### src/rtl/megasys1_pkg.sv
// Shared types for the ROM port arbiter: FSM states, port indices
// and the default SDRAM word-address width.
package megasys1_pkg;

  localparam int AW_DEFAULT = 23;

  typedef enum logic {
    ST_IDLE,
    ST_BUSY
  } state_t;

  typedef enum logic [1:0] {
    PORT_DL,
    PORT_CPU,
    PORT_GFX0,
    PORT_GFX1
  } port_t;

endpackage

### src/rtl/rom_port_arbiter_if.sv
// Request/completion bundle between the ROM port arbiter
// (master) and the SDRAM controller (slave).
interface rom_port_arbiter_if #(
  parameter int AW = megasys1_pkg::AW_DEFAULT
);

  logic          sd_req;
  logic          sd_we;
  logic [AW:1]   sd_addr;
  logic [15:0]   sd_din;
  logic          sd_ack;
  logic [15:0]   sd_dout;

  modport master (
    output sd_req,
    output sd_we,
    output sd_addr,
    output sd_din,
    input  sd_ack,
    input  sd_dout
  );

  modport slave (
    input  sd_req,
    input  sd_we,
    input  sd_addr,
    input  sd_din,
    output sd_ack,
    output sd_dout
  );

endinterface

### src/rtl/rom_byte_packer.sv
// Packs download bytes big-endian into 16-bit words and holds one
// pending write; a word completed while one is still pending is lost.
module rom_byte_packer
  import megasys1_pkg::*;
#(
  parameter int AW = AW_DEFAULT
) (
  input  logic          clk,
  input  logic          reset,
  input  logic          download,
  input  logic          wr,
  input  logic [24:0]   addr,
  input  logic [7:0]    data,
  input  logic          wr_done,
  output logic          pend,
  output logic [AW:1]   pend_addr,
  output logic [15:0]   pend_data,
  output logic          overrun
);

  logic [7:0] hi;
  logic       byte_ok;
  logic       word_rdy;
  logic       unused_addr;

  assign byte_ok     = download & wr;
  assign word_rdy    = byte_ok & addr[0];
  assign unused_addr = ^addr;

  always_ff @(posedge clk) begin
    if (reset) begin
      hi        <= '0;
      pend      <= 1'b0;
      pend_addr <= '0;
      pend_data <= '0;
      overrun   <= 1'b0;
    end else begin
      if (byte_ok && !addr[0]) begin
        hi <= data;
      end
      // a write acked this very cycle frees the slot for the new word
      if (word_rdy && pend && !wr_done) begin
        overrun <= 1'b1;
      end else if (word_rdy) begin
        pend      <= 1'b1;
        pend_addr <= addr[AW:1];
        pend_data <= {hi, data};
      end else if (wr_done) begin
        pend <= 1'b0;
      end
    end
  end

endmodule

### src/rtl/rom_port_arbiter.sv
// Shares one SDRAM request port between ROM download writes, the CPU
// and two graphics fetchers (download > cpu > gfx round-robin).
module rom_port_arbiter
  import megasys1_pkg::*;
#(
  parameter int AW = AW_DEFAULT
) (
  input  logic          clk_sys,
  input  logic          reset,
  input  logic          ioctl_download,
  input  logic          ioctl_wr,
  input  logic [24:0]   ioctl_addr,
  input  logic [7:0]    ioctl_dout,
  input  logic          cpu_req,
  input  logic [AW:1]   cpu_addr,
  output logic          cpu_ack,
  output logic [15:0]   cpu_dout,
  input  logic          gfx0_req,
  input  logic [AW:1]   gfx0_addr,
  output logic          gfx0_ack,
  output logic [15:0]   gfx0_dout,
  input  logic          gfx1_req,
  input  logic [AW:1]   gfx1_addr,
  output logic          gfx1_ack,
  output logic [15:0]   gfx1_dout,
  rom_port_arbiter_if.master sd,
  output logic          dl_overrun
);

  state_t      state;
  state_t      state_nx;
  port_t       owner;
  port_t       gnt_port;
  logic        gnt;
  logic        done;
  logic        wr_done;
  logic        pri_g1;
  logic [AW:1] gnt_addr;

  logic        pend;
  logic [AW:1] pend_addr;
  logic [15:0] pend_data;

  logic        rd_ok;
  logic        c_rq;
  logic        g0_rq;
  logic        g1_rq;
  logic        sel_dl;
  logic        sel_cpu;
  logic        sel_g0;
  logic        sel_g1;

  rom_byte_packer #(
    .AW(AW)
  ) u_packer (
    .clk       (clk_sys),
    .reset     (reset),
    .download  (ioctl_download),
    .wr        (ioctl_wr),
    .addr      (ioctl_addr),
    .data      (ioctl_dout),
    .wr_done   (wr_done),
    .pend      (pend),
    .pend_addr (pend_addr),
    .pend_data (pend_data),
    .overrun   (dl_overrun)
  );

  always_ff @(posedge clk_sys) begin
    if (reset) begin
      state <= ST_IDLE;
    end else begin
      state <= state_nx;
    end
  end

  always_comb begin
    state_nx = state;
    unique case (state)
      ST_IDLE: if (gnt) state_nx = ST_BUSY;
      ST_BUSY: if (sd.sd_ack) state_nx = ST_IDLE;
    endcase
  end

  always_comb begin
    rd_ok = ~ioctl_download;
    // a port whose ack is pulsing is still holding its old request
    c_rq  = cpu_req  & ~cpu_ack  & rd_ok;
    g0_rq = gfx0_req & ~gfx0_ack & rd_ok;
    g1_rq = gfx1_req & ~gfx1_ack & rd_ok;

    sel_dl  = pend;
    sel_cpu = ~pend & c_rq;
    sel_g0  = ~pend & ~c_rq & g0_rq & (~g1_rq | ~pri_g1);
    sel_g1  = ~pend & ~c_rq & g1_rq & (~g0_rq | pri_g1);

    gnt      = 1'b0;
    gnt_port = PORT_DL;
    gnt_addr = pend_addr;
    if (state == ST_IDLE) begin
      unique case (1'b1)
        sel_dl: begin
          gnt = 1'b1;
        end
        sel_cpu: begin
          gnt      = 1'b1;
          gnt_port = PORT_CPU;
          gnt_addr = cpu_addr;
        end
        sel_g0: begin
          gnt      = 1'b1;
          gnt_port = PORT_GFX0;
          gnt_addr = gfx0_addr;
        end
        sel_g1: begin
          gnt      = 1'b1;
          gnt_port = PORT_GFX1;
          gnt_addr = gfx1_addr;
        end
        default: ;
      endcase
    end

    done    = (state == ST_BUSY) & sd.sd_ack;
    wr_done = done & (owner == PORT_DL);
  end

  always_ff @(posedge clk_sys) begin
    if (reset) begin
      owner      <= PORT_DL;
      pri_g1     <= 1'b0;
      sd.sd_req  <= 1'b0;
      sd.sd_we   <= 1'b0;
      sd.sd_addr <= '0;
      sd.sd_din  <= '0;
      cpu_ack    <= 1'b0;
      gfx0_ack   <= 1'b0;
      gfx1_ack   <= 1'b0;
      cpu_dout   <= '0;
      gfx0_dout  <= '0;
      gfx1_dout  <= '0;
    end else begin
      cpu_ack  <= 1'b0;
      gfx0_ack <= 1'b0;
      gfx1_ack <= 1'b0;
      if (gnt) begin
        owner      <= gnt_port;
        sd.sd_req  <= 1'b1;
        sd.sd_we   <= (gnt_port == PORT_DL);
        sd.sd_addr <= gnt_addr;
        sd.sd_din  <= (gnt_port == PORT_DL) ? pend_data : 16'h0000;
        if (gnt_port == PORT_GFX0) pri_g1 <= 1'b1;
        if (gnt_port == PORT_GFX1) pri_g1 <= 1'b0;
      end else if (done) begin
        sd.sd_req <= 1'b0;
        sd.sd_we  <= 1'b0;
        unique case (owner)
          PORT_CPU: begin
            cpu_ack  <= 1'b1;
            cpu_dout <= sd.sd_dout;
          end
          PORT_GFX0: begin
            gfx0_ack  <= 1'b1;
            gfx0_dout <= sd.sd_dout;
          end
          PORT_GFX1: begin
            gfx1_ack  <= 1'b1;
            gfx1_dout <= sd.sd_dout;
          end
          default: ;
        endcase
      end
    end
  end

endmodule

### src/flat_wrapper.sv
// flat-port wrapper written by rule: the top's interface ports become plain ports
module rom_port_arbiter_flat import megasys1_pkg::*;
#(
  parameter int AW = AW_DEFAULT
)
  (clk_sys, reset, ioctl_download, ioctl_wr, ioctl_addr, ioctl_dout, cpu_req, cpu_addr, cpu_ack, cpu_dout, gfx0_req, gfx0_addr, gfx0_ack, gfx0_dout, gfx1_req, gfx1_addr, gfx1_ack, gfx1_dout, dl_overrun, sd_sd_req, sd_sd_we, sd_sd_addr, sd_sd_din, sd_sd_ack, sd_sd_dout);
  rom_port_arbiter_if #(.AW(AW)) sd_i ();
  input  logic clk_sys;
  input  logic reset;
  input  logic ioctl_download;
  input  logic ioctl_wr;
  input  logic [24:0] ioctl_addr;
  input  logic [7:0] ioctl_dout;
  input  logic cpu_req;
  input  logic [AW:1] cpu_addr;
  output logic cpu_ack;
  output logic [15:0] cpu_dout;
  input  logic gfx0_req;
  input  logic [AW:1] gfx0_addr;
  output logic gfx0_ack;
  output logic [15:0] gfx0_dout;
  input  logic gfx1_req;
  input  logic [AW:1] gfx1_addr;
  output logic gfx1_ack;
  output logic [15:0] gfx1_dout;
  output logic dl_overrun;
  output wire logic [$bits(sd_i.sd_req)-1:0] sd_sd_req;
  output wire logic [$bits(sd_i.sd_we)-1:0] sd_sd_we;
  output wire logic [$bits(sd_i.sd_addr)-1:0] sd_sd_addr;
  output wire logic [$bits(sd_i.sd_din)-1:0] sd_sd_din;
  input wire logic [$bits(sd_i.sd_ack)-1:0] sd_sd_ack;
  input wire logic [$bits(sd_i.sd_dout)-1:0] sd_sd_dout;
  assign sd_sd_req = sd_i.sd_req;
  assign sd_sd_we = sd_i.sd_we;
  assign sd_sd_addr = sd_i.sd_addr;
  assign sd_sd_din = sd_i.sd_din;
  assign sd_i.sd_ack = sd_sd_ack;
  assign sd_i.sd_dout = sd_sd_dout;
  rom_port_arbiter #(.AW(AW)) u_core (.clk_sys(clk_sys), .reset(reset), .ioctl_download(ioctl_download), .ioctl_wr(ioctl_wr), .ioctl_addr(ioctl_addr), .ioctl_dout(ioctl_dout), .cpu_req(cpu_req), .cpu_addr(cpu_addr), .cpu_ack(cpu_ack), .cpu_dout(cpu_dout), .gfx0_req(gfx0_req), .gfx0_addr(gfx0_addr), .gfx0_ack(gfx0_ack), .gfx0_dout(gfx0_dout), .gfx1_req(gfx1_req), .gfx1_addr(gfx1_addr), .gfx1_ack(gfx1_ack), .gfx1_dout(gfx1_dout), .sd(sd_i), .dl_overrun(dl_overrun));
endmodule
### config.mk
export PLATFORM = sky130hd
export DESIGN_NAME = rom_port_arbiter_flat
export DESIGN_NICKNAME = d
export VERILOG_FILES = /design/src/rtl/megasys1_pkg.sv /design/src/rtl/rom_port_arbiter_if.sv /design/src/rtl/rom_byte_packer.sv /design/src/rtl/rom_port_arbiter.sv /design/src/flat_wrapper.sv
export SDC_FILE = /design/constraint.sdc
export NUM_CORES = 1
export LEC_CHECK = 0
export ABC_AREA = 1
export CAP_MARGIN = 30
export CORE_MARGIN = 5
export CORE_UTILIZATION = 40
export DETAILED_ROUTE_END_ITERATION = 12
export GPL_TIMING_DRIVEN = 0
export PLACE_DENSITY = 0.72
export SLEW_MARGIN = 20
export SYNTH_ARGS = -nofsm -noshare
export SYNTH_HDL_FRONTEND = slang
export SYNTH_HIERARCHICAL = 1
export SYNTH_SLANG_ARGS = --single-unit
### constraint.sdc
create_clock -name clk_sys -period 3.8 [get_ports clk_sys]
set_clock_uncertainty 0.1 [all_clocks]
set_input_delay 0.57 -clock clk_sys [delete_from_list [all_inputs] [get_ports clk_sys]]
set_output_delay 0.57 -clock clk_sys [all_outputs]
set_load 0.005 [all_outputs]
# Word level (Yosys, flattened, before mapping)
# Cells that the tools add are included.
[totals]
output_inout_bits = 93
in_bits = 126
ff_bits = 145
word_cells = 92
[op_classes]
eq_ne = 5
mux = 20
n_bitwise = 31
n_reduce_logical = 18
[op_table]
columns = ["cell", "count"]
rows = [
  ["$pmux 23 s3", 1],
  ["$mux 23", 1],
  ["$and 1x1->1", 16],
  ["$mux 16", 1],
  ["$mux 1", 14],
  ["$not 1->1", 13],
  ["$reduce_and 3->1", 3],
  ["$eq 2x2->1 const B", 4],
  ["$pmux 2 s3", 1],
  ["$reduce_and 2->1", 3],
  ["$reduce_bool 2->1", 3],
  ["$logic_not 2->1", 2],
  ["$reduce_or 4->1", 1],
  ["$logic_and 1x1->1", 3],
  ["$reduce_or 3->1", 1],
  ["$eq 2x1->1 const B", 1],
  ["$logic_not 1->1", 2],
  ["$mux 2", 1],
  ["$or 1x1->1", 2],
  ["$pmux 1 s2", 1],
]

# Logic depth before layout (Yosys ltp)
[logic_depth]
word_depth = 12
ltp_mapped = 13
ltp_nobuf = 12

# Modules after synthesis
# The synthesis kept the hierarchy.
[by_module_without_submodules]
columns = ["mod", "seq_area_each_um2", "cells_per_inst", "n_inst", "area_each_um2"]
rows = [
  ["rom_port_arbiter", 1921.8, 640, 1, 4418.0],
  ["rom_byte_packer", 980.9, 300, 1, 2020.7],
]

# Least setup slack after synthesis
# No wires, ideal clock.
[synth_path]
path_kind = "input-to-reg"
startpoint = "in sd_sd_ack"
endpoint = "reg u_core/u_packer/pend_addr[20] (netlist name)"
required_time_ns = 3.587
arrival_ns = 1.499
stages = 8
path_buffers = 1
slack_ns = 2.088
setup_ns = 0.113
cell_sequence = "nand2_1 > nor3_1 > inv_1 > nand2_1 > clkbuf_1 > nand3_1 > nand2_1 > nor2_1"
[synth_via]
elab_chain_len = 6
[synth_rtl]
columns = ["element", "line", "source"]
rows = [
  ["start, declared", "flat_wrapper.sv:31", "input wire logic [$bits(sd_i.sd_ack)-1:0] sd_sd_ack;"],
  ["$and 1x1->1", "rom_port_arbiter.sv:124", "done = (state == ST_BUSY) & sd.sd_ack;"],
  ["$and 1x1->1", "rom_port_arbiter.sv:125", "wr_done = done & (owner == PORT_DL);"],
  ["named net u_core.wr_done", "rom_port_arbiter.sv:36", "logic wr_done;"],
  ["$logic_not 1->1", "rom_byte_packer.sv:42", "if (word_rdy && pend && !wr_done) begin"],
  ["$logic_and 1x1->1", "rom_byte_packer.sv:42", ""],
  ["$not 1->1 (no source line)", "-", ""],
  ["$reduce_and 2->1 (no source line)", "-", ""],
  ["end signal, assigned", "rom_byte_packer.sv:46", "pend_addr <= addr[AW:1];"],
  ["end, declared", "rom_byte_packer.sv:16", "output logic [AW:1] pend_addr,"],
]
# The timed path passes the listed nets, and every way through them passes these cells.
# A chain may end at the register's enable or synchronous reset.

# Final worst setup path
[layout_path]
startpoint = "in sd_sd_ack"
endpoint = "reg u_core.cpu_dout[14]"
[layout_via]
elab_chain_len = 2
[layout_rtl]
columns = ["element", "line", "source"]
rows = [
  ["$and 1x1->1", "rom_port_arbiter.sv:124", ""],
  ["$reduce_and 3->1 (no source line)", "-", ""],
  ["end signal, assigned", "rom_port_arbiter.sv:160", "cpu_dout <= sd.sd_dout;"],
  ["end, declared", "rom_port_arbiter.sv:17", "output logic [15:0] cpu_dout,"],
]
# Every way passes these cells.

==> results by stage <==
Logic synthesis:
- The number of flip-flops and latches in the synthesized netlist is around 150.
- Counting distinct cell types in the post-synthesis netlist gives 23.
- Counting every net in the synthesized netlist gives 1066.
- After synthesis, the cell types taking the most area are sky130_fd_sc_hd__dfxtp_1 (45%), sky130_fd_sc_hd__nor2_1 (12%), sky130_fd_sc_hd__nand2_1 (11%).
- The combined area of all synthesized cells is ~6400 um^2.
- After synthesis, the largest area contributor takes up between 40% and 50% of total cell area.
- The leading area contributor after synthesis is sky130_fd_sc_hd__dfxtp_1.
- The total number of yosys warnings is 6.
- The post-synthesis instance total is 940.
- The post-synthesis sequential area ratio is a little under half.
- The average cell area after synthesis is 6.85 um^2.

Routing:
- Detailed routing inserted a total of roughly 6600 vias.
- The total DRC errors in the routed layout is 0.
- The length of the first detailed-routing pass in iterations is 5.
- The count of nets left with antenna violations once routing finished came out at 0.
- The ratio of routed vias to standard cells is 4.71.
- For this block, the routed nets add up to 20200 um of wire.
- The first-iteration detailed-routing DRC count is 323.
- In the final routed layout, each cell accounts on average for around 14 um.

Place:
- The count of port buffers added during placement is around 220.
- Once detailed placement completed, the half-perimeter wirelength came to 15400 um.
- At the end of routability-driven placement, the weighted congestion stood at 0.820.

Timing:
- The final critical delay including setup and external delays is between 2 and 2.5 ns.
- After routing, the total negative slack on setup checks comes to 0 ns.
- Derived from the worst setup path, the maximum achievable clock frequency is around 430 MHz.
- The share of the clock period used by the worst path after layout is roughly three fifths.
- In this run the tightest slew margin relative to its limit is about 54%.
- The total count of hold-check failures in the final report is 0.
- Setup repair after global routing left no endpoint under its margin.
- At the pin with the least slew margin, the transition time is 0.696 ns.
- The number of setup violations in the final report is 0.
- The number of pins exceeding their max-slew limit in the final report is 0.

Hold path:
- The type of the most critical hold path is reg -> reg.
- In this run the most critical hold path is launched from u_core/u_packer/overrun.
- Counting instances, the worst hold path has a depth of 2.
- The terminating pin of the worst hold path is u_core/u_packer/overrun.

CTS:
- The H-tree was split into 4 levels.
- The total of cells resized after clock tree synthesis is 0.
- The buffer count from post-CTS setup fixing is 0.
- The later-pin clock latency in the skew report is between 0.4 and 0.5 ns.
- The number of clock sinks is approximately 150.
- The clock tree from TritonCTS is done.
- The cell chosen for the clock root is sky130_fd_sc_hd__clkbuf_16.
- The clock-pin slew reported for the worst setup and hold paths after clock tree synthesis is roughly 0.060 ns.
- The number of hold buffers added after CTS was 0.
- Buffers inserted during clock tree synthesis total 17.
- The clock passes through at most 2 buffers.

Floorplan:
- The die covers 18700 um^2.
- The floorplan step set the die height to ~140 um.
- The number of top-level pins is roughly 220.
- After floorplanning, the core was divided into 46 placement rows.
- The core region is roughly 16000 um^2.
- The horizontal extent of the die is about 140 um.
- Once the floorplan was initialized, standard cells occupied 40.7% of the core.

Cells and area:
- The final net count is ~1300.
- The fraction of final layout cells with drive strength greater than 1 is just under 9%.
- Compared with the post-synthesis result, the final layout area differs by 46.9%.
- The total inserted antenna cells is 0.
- The utilization after layout is between 50% and 60%.

Status:
- The run finished with clean final reports.

Worst setup path:
- The endpoint required time on the critical path is around 4.0 ns.
- The depth of the worst register-to-register path is 6.
- The critical path capture point type is a flop.
- In this run the critical register-to-register path is launched from u_core/state.
- In this run the register-to-register setup slack is about 1.9 ns.
- The worst register-to-register path ends at u_core/cpu_dout[14].
- The critical path startpoint category is a primary input.
- For the worst setup path, the data arrival time is roughly 2.6 ns.
- The startpoint-to-endpoint class of the critical path is in -> reg.
- The highest net fanout along the worst path is 10.

Pwr:
- The static leakage is 4.07 nW.
- Per report_power, the clock group accounts for between 40% and 50% of the total.
- The switching power is 1.09 mW.
- The power share of the combinational group is between 10% and 20%.
- Of the total power, the share spent switching nets is 27.6%.
- Power spread over the standard cell area amounts to 417 nW/um^2.
- Of the total power, registers draw about two fifths.
- VDD sags by at most between 0.2 and 0.3 mV.
- The design internal power is between 2 and 3 mW.

Global routing:
- The number of global-route vias before repair is 6214.
- Entering global routing, the biggest net connects 17 pins.
- The initial antenna violation count is 0.
- The combined global-route utilization of all metal layers is a little over a fifth.
- The global route total overflow is 0.
- The first global-routing pass estimated approximately 31000 um of wire.

Flow run:
- The number of max-cap violations is 0.
==> layer usage <==
metal  global-route usage (%)  wire, um  part of all wire, %  vias to the layer above
met1                     26.1      8620                   43                     2985
met2                     35.2      9400                   46                      199
met5                        0         0                    0                        -
li1                         -         -                    -                     3406
met3                     7.28      1840                  9.1                       27
met4                     6.98       374                  1.8                        0
==> worst max-delay path: stages <==
cell and delay [ns]:
sky130_fd_sc_hd__clkdlybuf4s50_1 0.54, sky130_fd_sc_hd__nand2_1 0.23, sky130_fd_sc_hd__nor3_2 0.53, sky130_fd_sc_hd__inv_2 0.19, sky130_fd_sc_hd__clkbuf_1 0.29, sky130_fd_sc_hd__nor2_1 0.16, sky130_fd_sc_hd__nor2_1 0.06
==> placed cells by master (no fill, tap or decap) <==
cell	count
sky130_fd_sc_hd__a21oi_1	37
sky130_fd_sc_hd__a21oi_2	8
sky130_fd_sc_hd__buf_1	4
sky130_fd_sc_hd__buf_2	20
sky130_fd_sc_hd__buf_4	2
sky130_fd_sc_hd__buf_6	6
sky130_fd_sc_hd__buf_8	2
sky130_fd_sc_hd__bufinv_16	1
sky130_fd_sc_hd__clkbuf_1	21
sky130_fd_sc_hd__clkbuf_16	17
sky130_fd_sc_hd__clkdlybuf4s50_1	217
sky130_fd_sc_hd__clkinv_4	2
sky130_fd_sc_hd__clkinvlp_4	4
sky130_fd_sc_hd__dfxtp_1	145
sky130_fd_sc_hd__inv_1	98
sky130_fd_sc_hd__inv_2	8
sky130_fd_sc_hd__inv_6	7
sky130_fd_sc_hd__inv_8	1
sky130_fd_sc_hd__nand2_1	181
sky130_fd_sc_hd__nand2_2	5
sky130_fd_sc_hd__nand3_1	119
sky130_fd_sc_hd__nand3_2	13
sky130_fd_sc_hd__nand4_1	1
sky130_fd_sc_hd__nand4_2	1
sky130_fd_sc_hd__nor2_1	202
sky130_fd_sc_hd__nor2_2	4
sky130_fd_sc_hd__nor3_1	1
sky130_fd_sc_hd__nor3_2	3
sky130_fd_sc_hd__nor3b_2	1
sky130_fd_sc_hd__o21ai_0	58
==> power by group through the flow <==
stage / combinational, mW / sequential (mW) / clock, mW
final: 0.685 / 1.64 / 1.62
after global routing: 0.755 / 1.65 / 1.72
after CTS: 0.687 / 1.64 / 1.65
after detailed placement: 0.683 / 1.67 / 0
after global placement: 0.679 / 1.67 / 0
after floorplan: 0.343 / 1.67 / 0
==> sequential cells by signal, summed over array words and instances (netlist names), 2 cells and up <==
register                   cells
u_core/gfx0_dout              16
u_core/u_packer/pend_data     16
u_core/owner                   2
u_core/u_packer/pend_addr     23
u_core/sd.sd_addr             23
u_core/gfx1_dout              16
u_core/u_packer/hi             8
u_core/sd.sd_din              16
u_core/cpu_dout               16
==> Yosys cell counts <==
cell and n:
sky130_fd_sc_hd__nand3_1 119, sky130_fd_sc_hd__a21oi_1 37, sky130_fd_sc_hd__inv_2 8, sky130_fd_sc_hd__buf_1 4
sky130_fd_sc_hd__buf_4 2, sky130_fd_sc_hd__nand4_2 1, sky130_fd_sc_hd__nand2_1 181, sky130_fd_sc_hd__buf_6 6
sky130_fd_sc_hd__nand3_2 13, sky130_fd_sc_hd__nor3b_2 1, sky130_fd_sc_hd__nand2_2 5, sky130_fd_sc_hd__nor2_2 4
sky130_fd_sc_hd__buf_8 2, sky130_fd_sc_hd__nor2_1 202, sky130_fd_sc_hd__buf_2 20, sky130_fd_sc_hd__dfxtp_1 145
sky130_fd_sc_hd__clkbuf_1 21, sky130_fd_sc_hd__o21ai_0 58, sky130_fd_sc_hd__nor3_2 3, sky130_fd_sc_hd__nor3_1 1
sky130_fd_sc_hd__a21oi_2 8, sky130_fd_sc_hd__inv_1 98, sky130_fd_sc_hd__nand4_1 1
==> cell type report <==
class,count,area [um^2]
flip-flops and latches,145,2900
clock inverters,15,150
well taps,216,270
plain buffers,55,307
inverters,106,398
clock buffers,17,425
repair buffers,217,2170
fillers,1523,6370
multi-input cells,634,2830
==> how the worst max path moves through the flow <==
stage                                    endpoint  slack, ns  cells past startpoint       from
floorplan           u_core/u_packer/pend_addr[20]       2.09                      8  sd_sd_ack
global placement              u_core/cpu_dout[13]       1.10                      7  sd_sd_ack
detailed placement             u_core/cpu_dout[7]       1.08                      7  sd_sd_ack
CTS                            u_core/cpu_dout[7]       1.52                      7  sd_sd_ack
global route                  u_core/cpu_dout[14]       1.35                      7  sd_sd_ack
finish                        u_core/cpu_dout[14]       1.45                      7  sd_sd_ack
==> cell families (layout without fill, tap and decap cells) <==
| family | Yosys count | in the layout | share of synthesized area [%] |
|---|---|---|---|
| AND/OR/NAND/NOR | 531 | 531 | 35.5 |
| buffers and inverters | 161 | 410 | 10.9 |
| flip-flops | 145 | 145 | 45.1 |
| AO/OA/AOI/OAI | 103 | 103 | 8.47 |
==> per-stage QoR <==
stage	hold WS [ns]	worst slack, ns	instance area, um^2	std cells	power (mW)
after floorplan	0.341	2.09	6440	940	2.02
after global placement	0.339	1.10	8880	1373	2.35
after detailed placement	0.344	1.08	8880	1373	2.36
after CTS	0.353	1.52	9460	1405	3.98
after global routing	0.394	1.35	9460	1405	4.13
final	0.353	1.45	9460	1405	3.95
Power figures use the tool's default switching activity.
